File: src/rtl/led_ring_pkg.sv
// Shared types for the LED ring monitor: FSM states, error codes and ring rotation helpers.
package led_ring_pkg;

    typedef enum logic [1:0] {
        ST_UNLOCK = 2'd0,
        ST_LOCKED = 2'd1,
        ST_ERROR  = 2'd2
    } state_t;

    localparam logic [1:0] ERR_NONE   = 2'b00;
    localparam logic [1:0] ERR_ONEHOT = 2'b01;
    localparam logic [1:0] ERR_UNEXP  = 2'b10;
    localparam logic [1:0] ERR_MISS   = 2'b11;

    // Widest ring the rotation helpers support; callers truncate to their own width.
    localparam int MAX_LEDS = 32;

    function automatic logic [MAX_LEDS-1:0] rotl(input logic [MAX_LEDS-1:0] v,
                                                 input int unsigned n);
        logic [MAX_LEDS-1:0] mask;
        mask = {MAX_LEDS{1'b1}} >> (MAX_LEDS - n);
        return ((v << 1) | (v >> (n - 1))) & mask;
    endfunction

    function automatic logic [MAX_LEDS-1:0] rotr(input logic [MAX_LEDS-1:0] v,
                                                 input int unsigned n);
        logic [MAX_LEDS-1:0] mask;
        mask = {MAX_LEDS{1'b1}} >> (MAX_LEDS - n);
        return ((v >> 1) | (v << (n - 1))) & mask;
    endfunction

endpackage

File: src/rtl/led_ring_onehot_encoder.sv
// Combinational one-hot detector and index encoder for the observed LED vector.
module onehot_encoder #(
    parameter int NB_VEC = 4,
    parameter int NB_IDX = 2
) (
    input  logic [NB_VEC-1:0] i_vec,
    output logic              o_onehot,
    output logic [NB_IDX-1:0] o_index
);

    assign o_onehot = (i_vec != '0) && ((i_vec & (i_vec - NB_VEC'(1))) == '0);

    // Index is only meaningful when o_onehot is set.
    always_comb begin
        // NOTE: default assignment first so no path leaves o_index unassigned (no latch).
        o_index = '0;
        for (int i = 0; i < NB_VEC; i++) begin
            if (i_vec[i]) o_index = NB_IDX'(i);
        end
    end

endmodule

File: src/rtl/led_ring_monitor.sv
// Protocol observer for the rotating one-hot LED shifter: tracks position, revolutions, sticky errors.
// Define LED_MON_BIDIR_EN to accept right-rotation steps as legal (o_dir then reports direction).
module led_ring_monitor
    import led_ring_pkg::*;
#(
    parameter int NB_LEDS = 4,
    parameter int NB_POS  = 2,
    parameter int NB_REV  = 8
) (
    input  logic               clock,
    input  logic               i_reset,
    input  logic [NB_LEDS-1:0] i_led,
    input  logic               i_valid,
    input  logic               i_clear,
    output logic [NB_POS-1:0]  o_pos,
    output logic [NB_REV-1:0]  o_rev_count,
    output logic               o_locked,
    output logic               o_error,
    output logic [1:0]         o_err_code,
    output logic               o_dir
);

    localparam logic [NB_POS-1:0] POS_LAST = NB_POS'(NB_LEDS - 1);

    state_t             state_q;
    logic [NB_LEDS-1:0] led_q;
    logic               valid_q;
    logic [NB_POS-1:0]  pos_q, pos_fwd_d;
    logic [NB_REV-1:0]  rev_q, rev_fwd_d;
    logic               locked_q, error_q, dir_q;
    logic [1:0]         code_q;

    logic               led_onehot;
    logic [NB_POS-1:0]  led_index;
    logic [NB_LEDS-1:0] led_rotl;

    onehot_encoder #(.NB_VEC(NB_LEDS), .NB_IDX(NB_POS)) u_onehot_encoder (
        .i_vec    (i_led),
        .o_onehot (led_onehot),
        .o_index  (led_index)
    );

    assign led_rotl = NB_LEDS'(rotl(MAX_LEDS'(led_q), NB_LEDS));

    always_comb begin
        pos_fwd_d = pos_q + NB_POS'(1);
        rev_fwd_d = rev_q;
        if (pos_q == POS_LAST) begin
            pos_fwd_d = '0;
            rev_fwd_d = rev_q + NB_REV'(1);
        end
    end

`ifdef LED_MON_BIDIR_EN
    logic [NB_LEDS-1:0] led_rotr;
    logic [NB_POS-1:0]  pos_bwd_d;
    logic [NB_REV-1:0]  rev_bwd_d;

    assign led_rotr = NB_LEDS'(rotr(MAX_LEDS'(led_q), NB_LEDS));

    always_comb begin
        pos_bwd_d = pos_q - NB_POS'(1);
        rev_bwd_d = rev_q;
        if (pos_q == '0) begin
            pos_bwd_d = POS_LAST;
            rev_bwd_d = rev_q + NB_REV'(1);
        end
    end
`endif

    always_ff @(posedge clock) begin
        // NOTE: non-blocking assignments so every register sees pre-edge values of the others.
        if (i_reset) begin
            state_q  <= ST_UNLOCK;
            led_q    <= '0;
            valid_q  <= 1'b0;
            pos_q    <= '0;
            rev_q    <= '0;
            locked_q <= 1'b0;
            error_q  <= 1'b0;
            code_q   <= ERR_NONE;
            dir_q    <= 1'b1;
        end else begin
            led_q   <= i_led;
            valid_q <= i_valid;
            if (i_clear) begin
                state_q  <= ST_UNLOCK;
                pos_q    <= '0;
                rev_q    <= '0;
                locked_q <= 1'b0;
                error_q  <= 1'b0;
                code_q   <= ERR_NONE;
            end else begin
                case (state_q)
                    ST_UNLOCK: begin
                        if (led_onehot) begin
                            state_q  <= ST_LOCKED;
                            pos_q    <= led_index;
                            locked_q <= 1'b1;
                        end
                    end
                    ST_LOCKED: begin
                        // Left rotation is tested first, so a 2-LED ring always counts as a left step.
                        if (!led_onehot) begin
                            state_q  <= ST_ERROR;
                            locked_q <= 1'b0;
                            error_q  <= 1'b1;
                            code_q   <= ERR_ONEHOT;
                        end else if (valid_q && i_led == led_rotl) begin
                            pos_q <= pos_fwd_d;
                            rev_q <= rev_fwd_d;
                            dir_q <= 1'b1;
`ifdef LED_MON_BIDIR_EN
                        end else if (valid_q && i_led == led_rotr) begin
                            pos_q <= pos_bwd_d;
                            rev_q <= rev_bwd_d;
                            dir_q <= 1'b0;
`endif
                        end else if (valid_q && i_led == led_q) begin
                            state_q  <= ST_ERROR;
                            locked_q <= 1'b0;
                            error_q  <= 1'b1;
                            code_q   <= ERR_MISS;
                        end else if (i_led != led_q) begin
                            state_q  <= ST_ERROR;
                            locked_q <= 1'b0;
                            error_q  <= 1'b1;
                            code_q   <= ERR_UNEXP;
                        end
                    end
                    ST_ERROR: begin
                    end
                    default: state_q <= ST_UNLOCK;
                endcase
            end
        end
    end

    assign o_pos       = pos_q;
    assign o_rev_count = rev_q;
    assign o_locked    = locked_q;
    assign o_error     = error_q;
    assign o_err_code  = code_q;
    assign o_dir       = dir_q;

endmodule
File: config.mk
export PLATFORM = sky130hd
export DESIGN_NAME = led_ring_monitor
export DESIGN_NICKNAME = d
export VERILOG_FILES = /design/src/rtl/led_ring_pkg.sv /design/src/rtl/led_ring_onehot_encoder.sv /design/src/rtl/led_ring_monitor.sv
export SDC_FILE = /design/constraint.sdc
export NUM_CORES = 1
export LEC_CHECK = 0
export ABC_AREA = 1
export BUFFER_PORTS_ARGS = -buffer_cell sky130_fd_sc_hd__buf_4
export CAP_MARGIN = 20
export CORE_ASPECT_RATIO = 0.8
export CORE_UTILIZATION = 53
export DETAILED_ROUTE_END_ITERATION = 16
export PLACE_DENSITY = 0.77
export SETUP_SLACK_MARGIN = 0.2
export SYNTH_ARGS = -nofsm -noshare
export SYNTH_HDL_FRONTEND = slang
export SYNTH_SLANG_ARGS = --single-unit
File: constraint.sdc
create_clock -name clock -period 1.4 [get_ports clock]
set_input_delay 0.21 -clock clock [delete_from_list [all_inputs] [get_ports clock]]
set_output_delay 0.21 -clock clock [all_outputs]
set_load 0.01 [all_outputs]
# == Word-level counts from Yosys, hierarchy flattened ==
# Cells that the tools add are included.
# classes
bitwise,3
reduce_logical,13
add_sub_neg,3
eq_ne,13
muxes,27
# ops
op,n
$mux 2,14
$reduce_and 4->1,4
$mux 1,10
$add 8x1->8 const B,1
$eq 4x4->1,2
$ne 2x2->1 const B,4
$pmux 2 s3,1
$and 4x4->4,1
$eq 2x2->1 const B,2
$logic_not 4->1,1
$ne 4x4->1,1
$ne 4x4->1 const B,1
$or 4x1->4,1
$pmux 2 s2,1
$reduce_bool 4->1,1
$sub 4x1->4 const B,1
$logic_and 1x1->1,3
$ne 3x1->1 const B,1
$ne 3x3->1 const B,1
$reduce_and 3->1,1
$add 2x1->2 const B,1
$eq 2x1->1 const B,1
$logic_not 2->1,1
$pmux 1 s2,1
other kinds (3),3
# word_totals
out_inout_bits,15
regBits,21
wordCells,67
input_bits,8

# == Longest topological paths before layout ==
# Gate-level depths: netlist of the first run.
# depth
depth_word,6
mapped_depth,11
mapped_depth_nobuf,11

# == Modules after synthesis ==
# From an unflattened synthesis of the first run, not the netlist that was laid out.
# hier_totals
hier_cells,172
hier_area_um2,1158.6
# modules_own_cells
mod,n_inst,area_per_inst_um2,seq_area_each_um2,cells_each
led_ring_monitor,1,1097.3,420.4,157
onehot_encoder,1,61.3,0.0,15

# == Worst setup path after synthesis of the first run ==
# Ideal clock, no wire load.
# synth_path
path_kind,reg-to-reg
startpoint,register led_q[3]
endpoint,"register rev_q[2], in the netlist o_rev_count[2]"
setup_ns,0.135
n_path_buf,0
path_slack_ns,0.196
synth_period_minus_slack_ns,1.204
stages_incl_launch_ff,10
arrival_ns,1.069
required_time_ns,1.265
path_cell_list,dfxtp_1 inv_1 nand2_1 nand2_1 nor2_2 nand3_4 nor2_8 nand2_2 nand2_1 a21oi_1
# synth_between
elab_chain_cells,4
# synth_rtl
item,line,source
"start, declared",led_ring_monitor.sv:26,logic [NB_LEDS-1:0] led_q;
"start signal, assigned",led_ring_monitor.sv:84,led_q <= i_led;
$or 4x1->4,led_ring_pkg.sv:22,return ((v << 1) | (v >> (n - 1))) & mask;
$eq 4x4->1,led_ring_monitor.sv:109,end else if (valid_q && i_led == led_rotl) begin
$logic_and 1x1->1,led_ring_monitor.sv:109,
$reduce_and 4->1 (no line),n/a,
"end signal, assigned",led_ring_monitor.sv:111,rev_q <= rev_fwd_d;
"end, declared",led_ring_monitor.sv:29,"logic [NB_REV-1:0] rev_q, rev_fwd_d;"
# Every way passes these cells.
# A chain may end at the register's enable or synchronous reset.

# == Worst setup path after layout of the first run ==
# layout_path
startpoint,register led_q[0]
endpoint,"register rev_q[2], in the netlist o_rev_count[2]"
# Same word-level chain as after synthesis.

==> results of run 1 <==
-- power groups by stage --
stage                     Clock [mW]  Sequential (mW)  Combinational [mW]
final                          0.283            0.634               0.211
after global routing           0.324            0.637               0.231
after CTS                      0.296            0.633               0.201
after detailed placement           0            0.645               0.186
after global placement             0            0.644               0.183
after floorplan                    0            0.645               0.125
-- layer usage --
metal	share of wire [%]	up-vias	GRT usage [%]
li1	-	568	-
met1	51	496	36.13
met2	44	31	32.77
met3	4.5	5	7.216
met4	0.63	0	4.615
met5	0	-	0
-- cells by family (layout without fill, tap and decap cells) --
group                      Yosys count  in the layout  synth area share (%)
other                                1              1                0.3199
adders and majority gates            2              2                 2.134
DFF                                 21             21                 35.86
buffers and inverters               21             49                 7.044
and+or+nand+nor                     91             91                 39.49
xor gates and xnor gates             9              9                 6.724
AOI/OAI and AO/OA                   17             17                 8.432
-- layout make-up --
type                    instances  area share [%]
inverters                      19           4.778
multi-input cells             120           49.54
repair buffers                 26           13.33
flip-flops and latches         21           28.58
well taps                      24           2.012
clock buffers                   4           1.760
-- worst max-delay path by stage --
stage	from	depth (start not counted)	slack (ns)	end
2_1_floorplan	led_q[3]	9	0.20	o_rev_count[2]
3_3_place_gp	i_led[2]	7	0.11	o_rev_count[6]
3_5_place_dp	led_q[0]	9	0.08	o_rev_count[2]
4_1_cts	led_q[0]	9	0.08	o_rev_count[3]
5_1_grt	led_q[0]	9	-0.02	o_rev_count[4]
6_report	led_q[0]	9	0.06	o_rev_count[2]
-- sequential cells by signal, summed over array words and instances (netlist names) --
| register | flops |
|---|---|
| o_rev_count | 8 |
| led_q | 4 |
| o_error | 1 |
| o_locked | 1 |
| o_pos | 2 |
| state_q | 2 |
| o_err_code | 2 |
| valid_q | 1 |
-- cells in the final DEF, fill, tap and decap left out, types with 2 or more instances in the layout --
master     n
nand2_4    3
nor2_1    15
dfxtp_2    5
xor2_1     3
clkbuf_4   3
a21oi_1   10
nor2_4     5
nand2_2   14
ha_1       2
inv_1      9
xnor2_2    2
nand4_1    3
xnor2_1    4
nand2_1   35
buf_4     25
a21oi_2    4
inv_2     10
dfxtp_1   16
nand3_1   10
-- per-stage QoR --
step | hold WS (ns) | setup WS [ns] | total power [mW] | TNS (ns)
floorplan | 0.2745 | 0.1964 | 0.7695 | 0
global placement | 0.4096 | 0.1096 | 0.8275 | 0
detailed placement | 0.4152 | 0.07561 | 0.8310 | 0
CTS | 0.08511 | 0.08135 | 1.130 | 0
global route | 0.08299 | -0.01738 | 1.192 | -0.04135
finish | 0.09468 | 0.06071 | 1.127 | 0
-- cell usage after synthesis --
| cell | number | area, µm² |
|---|---|---|
| dfxtp_1 | 21 | 420.4 |
| buf_4 | 1 | 7.510 |
| nand3_1 | 10 | 50.05 |
| a21oi_1 | 12 | 60.06 |
| conb_1 | 1 | 3.750 |
| nand3_4 | 1 | 17.52 |
| o21a_1 | 1 | 7.510 |
| ha_1 | 2 | 25.02 |
| xor2_1 | 3 | 26.28 |
| o21ai_0 | 1 | 5.000 |
| xnor2_1 | 6 | 52.55 |
| nand4_1 | 3 | 18.77 |
| inv_2 | 7 | 26.28 |
| a21oi_2 | 3 | 26.28 |
| nand2_1 | 42 | 157.7 |
| nor2_4 | 3 | 33.78 |
| nor2_2 | 2 | 12.51 |
| nor2_8 | 1 | 20.02 |
| nand2_2 | 8 | 50.05 |
| nor3_1 | 2 | 10.01 |
| nor2_1 | 16 | 60.06 |
| nand2_4 | 2 | 22.52 |
| clkbuf_1 | 1 | 3.750 |
| inv_1 | 12 | 45.04 |
| nand3_2 | 1 | 10.01 |
-- worst max-delay path: cells and delay by family, from the launching register on --
kind | cells | cell delay (ns)
AO/OA/AOI/OAI | 1 | 0.06
buffers and inverters | 1 | 0.04
flip-flops | 1 | 0.39
AND/OR/NAND/NOR | 7 | 0.71
-- repair_timing --
action,in CTS,in global routing
resized for setup,11,11
setup endpoints to repair,16,16
hold endpoints to repair,0,0
buffers inserted,1,0
pin swaps,12,9
==> impl_metrics.toml, run 1 <==
[status]
status = "finished, final reports clean"

[pwr]
combPwrFrac_pct = 18.7
p_sw_share_pct = 27.82
power_frac_seq_pct = 56.3
irDropWorstVdd_mv = 0.8555
leakage_nw = 0.6852
p_int_mw = 0.8138
p_per_area_mw_per_mm2 = 755.3
share_clk_of_total_power_pct = 25.1
p_switching_mw = 0.3136

[logic_synthesis]
synth.yosys.seq_area_share_pct = 35.86
synth_cells = 162
ys_seq_elements = 21
synth_area_mm2 = 0.001172
synth.avg_cell_area_um2 = 7.237
syn_nets = 172
synth_cell_types = 25
yosysWarnings = 0

[worst_hold_path]
hp-start = "i_reset"
hold_class = "in -> reg"
whs_path_depth = 2
worstHoldEndpoint = "led_q[1]"

[finish]
drive_gt1_share_pct = 41.05
fill_cells = 152
antenna_cells = 0
fin_util_pct = 75.41
syn_to_final_growth_pct = 27.32
nNetsFinal = 201
fin_cells = 214
final_area_mm2 = 0.001493
seq_area_um2 = 426.7
multi_input_area_um2 = 739.5

[clock_network]
cts_inserted_buffers = 3
clock-root-buffer = "clkbuf_4"
clkLatencyLatePin_ns = 0.30
clock_sinks = 21
cts_buffer_depth = 2
cts.clk_slew.worst_paths_ns = 0.12
ctsHoldBuffers = 0
h-tree-depth = 1
cts_tree = "done"

[critical_path]
arrival_ns = 1.51
worstPathMaxFanout = 8
critical_path.endpoint_type = "register"
rr_endpoint = "o_rev_count[2]"
crit_top_cell = "nand2_2"
cp.required_ns = 1.57
rr_worst_depth = 9
worstSetupStartpointType = "register"
crit_chain = "inv_2 -> nand2_2 -> nand2_2 -> nor2_4 -> nand3_4 -> nor2_8 -> nand2_4 -> nand2_2 -> a21oi_1"
cpMaxStageDelayCell = "dfxtp_2"
r2r-start = "led_q[0]"
crit_type = "reg -> reg"
critPathMaxStageDelay_ns = 0.39
rrSetupSlack_ns = 0.06

[drt]
wl_mm = 2.543
routedWlPerCell_um = 11.88
ant_nets = 0
drc = 0
drt-initial-drc-count = 38
vias_per_cell = 5.140
dr.pass1.iters = 4
num_vias = 1100

[place]
placed_cells = 209
dpl.hpwl_mm = 1.905
numPortBuffers = 21
dpl_cell_area_mm2 = 0.001386
place.gp.congestion = 0.9476

[timing]
setup_viol = 0
hold_viol = 0
maxSlewViolCount = 0
timing.final.crit_share_pct = 95.66
period_needed_ns = 1.339
fin_skew_ns = 0.01423
rsz0062_at_grt = "true"
fmax_ghz = 0.7467

[die]
fp-row-count = 14
die_y_um = 44.07
die_x_um = 54.59
dieArea_mm2 = 0.002405
initial_core_util_pct = 59.23
core_area_mm2 = 0.001979
io_pins = 23

[global_route]
grt_max_degree = 12
antenna_found_initial = 0
grt_first_pass_wirelength_mm = 4.105
globalRouteTotalUtil_pct = 23.72
grt_pass1_vias = 925
overflow = 0

[job]
max-cap-violations = 0
Note: power is estimated with default switching activity, not from simulation.
==> inputs of run 2 (changes only) <==
--- a/config.mk
+++ b/config.mk
@@ -12,7 +12,9 @@
 export CORE_UTILIZATION = 53
 export DETAILED_ROUTE_END_ITERATION = 16
 export PLACE_DENSITY = 0.77
+export RECOVER_POWER = 50
 export SETUP_SLACK_MARGIN = 0.2
+export SLEW_MARGIN = 20
 export SYNTH_ARGS = -nofsm -noshare
 export SYNTH_HDL_FRONTEND = slang
 export SYNTH_SLANG_ARGS = --single-unit
==> impl_metrics.toml, run 2 (same netlist as run 1, synthesis figures left out) <==
[critical_path]
worstSetupStartpointType = "register"
critical_path.endpoint_type = "register"
rrSetupSlack_ns = 0.06
r2r-start = "led_q[0]"
crit_type = "reg -> reg"
cp.required_ns = 1.57
arrival_ns = 1.51
worstPathMaxFanout = 8
rr_worst_depth = 9
rr_endpoint = "o_rev_count[2]"

[clock_network]
clkLatencyLatePin_ns = 0.31
cts_tree = "done"
cts_inserted_buffers = 3
clock-root-buffer = "clkbuf_4"
h-tree-depth = 1
clock_sinks = 21
cts.clk_slew.worst_paths_ns = 0.12
cts_buffer_depth = 2

[finish]
antenna_cells = 0
drive_gt1_share_pct = 35.79
layout_common_cells = "nand2_1, dfxtp_1, buf_4, nor2_1, nand2_2"
layout_commonest_cell = "nand2_1"
fin_cells = 214
nNetsFinal = 201
syn_to_final_growth_pct = 24.33
fin_util_pct = 73.64
largest_reg_flops = 8

[worst_hold_path]
hp-start = "i_valid"
whs_path_depth = 3
worstHoldEndpoint = "valid_q"
hold_class = "in -> reg"

[drt]
dr.pass1.iters = 4
drt-initial-drc-count = 38
drc = 0
ant_nets = 0
routedWlPerCell_um = 11.93
wl_mm = 2.552
vias_per_cell = 5.187
num_vias = 1110

[global_route]
met2_usage_pct = 32.77
grt_max_degree = 12
grt_pass1_vias = 925
grt_first_pass_wirelength_mm = 4.105
antenna_found_initial = 0
overflow = 0
met1_usage_pct = 36.13
top_usage_layer = "met1"
globalRouteTotalUtil_pct = 23.72
grt_use_met3_pct = 7.216

[timing]
rsz0062_at_grt = "true"
maxSlewViolCount = 0
timing.final.crit_share_pct = 95.62
period_needed_ns = 1.339
setup_viol = 0
fmax_ghz = 0.7470
timing.hold.ws_ns = 0.1081
worst_slack_ns = 0.06129
tns_ns = 0
fin_skew_ns = 0.01413
hold_viol = 0

[die]
io_pins = 23
fp-row-count = 14
core_area_mm2 = 0.001979
initial_core_util_pct = 59.23
dieArea_mm2 = 0.002405
die_x_um = 54.59
die_y_um = 44.07

[pwr]
share_clk_of_total_power_pct = 25.3
irDropWorstVdd_mv = 0.8551
power_frac_seq_pct = 56.6
p_int_mw = 0.8069
leakage_nw = 0.6473
combPwrFrac_pct = 18.2
p_switching_mw = 0.3142
p_per_area_mw_per_mm2 = 769.1
p_sw_share_pct = 28.02

[place]
placed_cells = 209
place.gp.congestion = 0.9476
dpl_worst_slack_ns = 0.07561
numPortBuffers = 21
dpl.hpwl_mm = 1.905

[job]
max-cap-violations = 0

[status]
status = "finished, final reports clean"
run 2: cell types whose count changed in the layout (fill, tap and decap cells not counted), sizes merged:
| cell | change |
|---|---|
| clkbuf | +9 |
| buf | -9 |
run 2: final cells by class:
class / instances / area, µm²
clock buffer: 4 / 26.28
fill: 164 / 521.8
inverter: 19 / 71.32
multi-input combinational: 120 / 739.5
sequential: 21 / 425.4
tap: 24 / 30.03
timing repair buffer: 26 / 165.2
run 2: worst max-delay path: stages, from the launching register on:
cell,delay (ns)
dfxtp_2,0.39
inv_2,0.04
nand2_2,0.06
nand2_2,0.06
nor2_4,0.10
nand3_4,0.14
nor2_8,0.17
nand2_4,0.10
nand2_2,0.08
a21oi_1,0.06
run 2: worst max-delay path by stage:
stage	startpoint	to	slack, ns	cells past startpoint
detailed placement	led_q[0]	o_rev_count[2]	0.08	9
CTS	led_q[0]	o_rev_count[3]	0.08	9
floorplan	led_q[3]	o_rev_count[2]	0.20	9
global placement	i_led[2]	o_rev_count[6]	0.11	7
global route	led_q[0]	o_rev_count[4]	-0.02	9
finish	led_q[0]	o_rev_count[2]	0.06	9
run 2: timing repair:
item                                   CTS  global route
resized for setup                       11            11
setup endpoints to repair               16            16
setup buffers                            1             0
endpoints found under the hold margin    0             0
pin swaps                               12             9
hold buffers                             0             0
run 2: metal layers:
metal  vias to the layer above  part of all wire (%)
met1                       501                    51
met4                         0                  0.63
met3                         5                   5.4
met5                         -                     0
li1                        567                     -
met2                        37                    43
run 2: power by group through the flow:
stage / clock (mW) / sequential, mW / combinational [mW]
5_1_grt: 0.324 / 0.637 / 0.224
4_1_cts: 0.296 / 0.633 / 0.201
2_1_floorplan: 0 / 0.645 / 0.125
6_report: 0.283 / 0.634 / 0.204
3_5_place_dp: 0 / 0.645 / 0.186
3_3_place_gp: 0 / 0.644 / 0.183
run 2: stage by stage:
| stage | power (mW) | cell area [µm²] |
|---|---|---|
| after global placement | 0.8275 | 1386 |
| after CTS | 1.130 | 1456 |
| after detailed placement | 0.8310 | 1386 |
| after floorplan | 0.7695 | 1180 |
| final | 1.121 | 1458 |
| after global routing | 1.185 | 1458 |
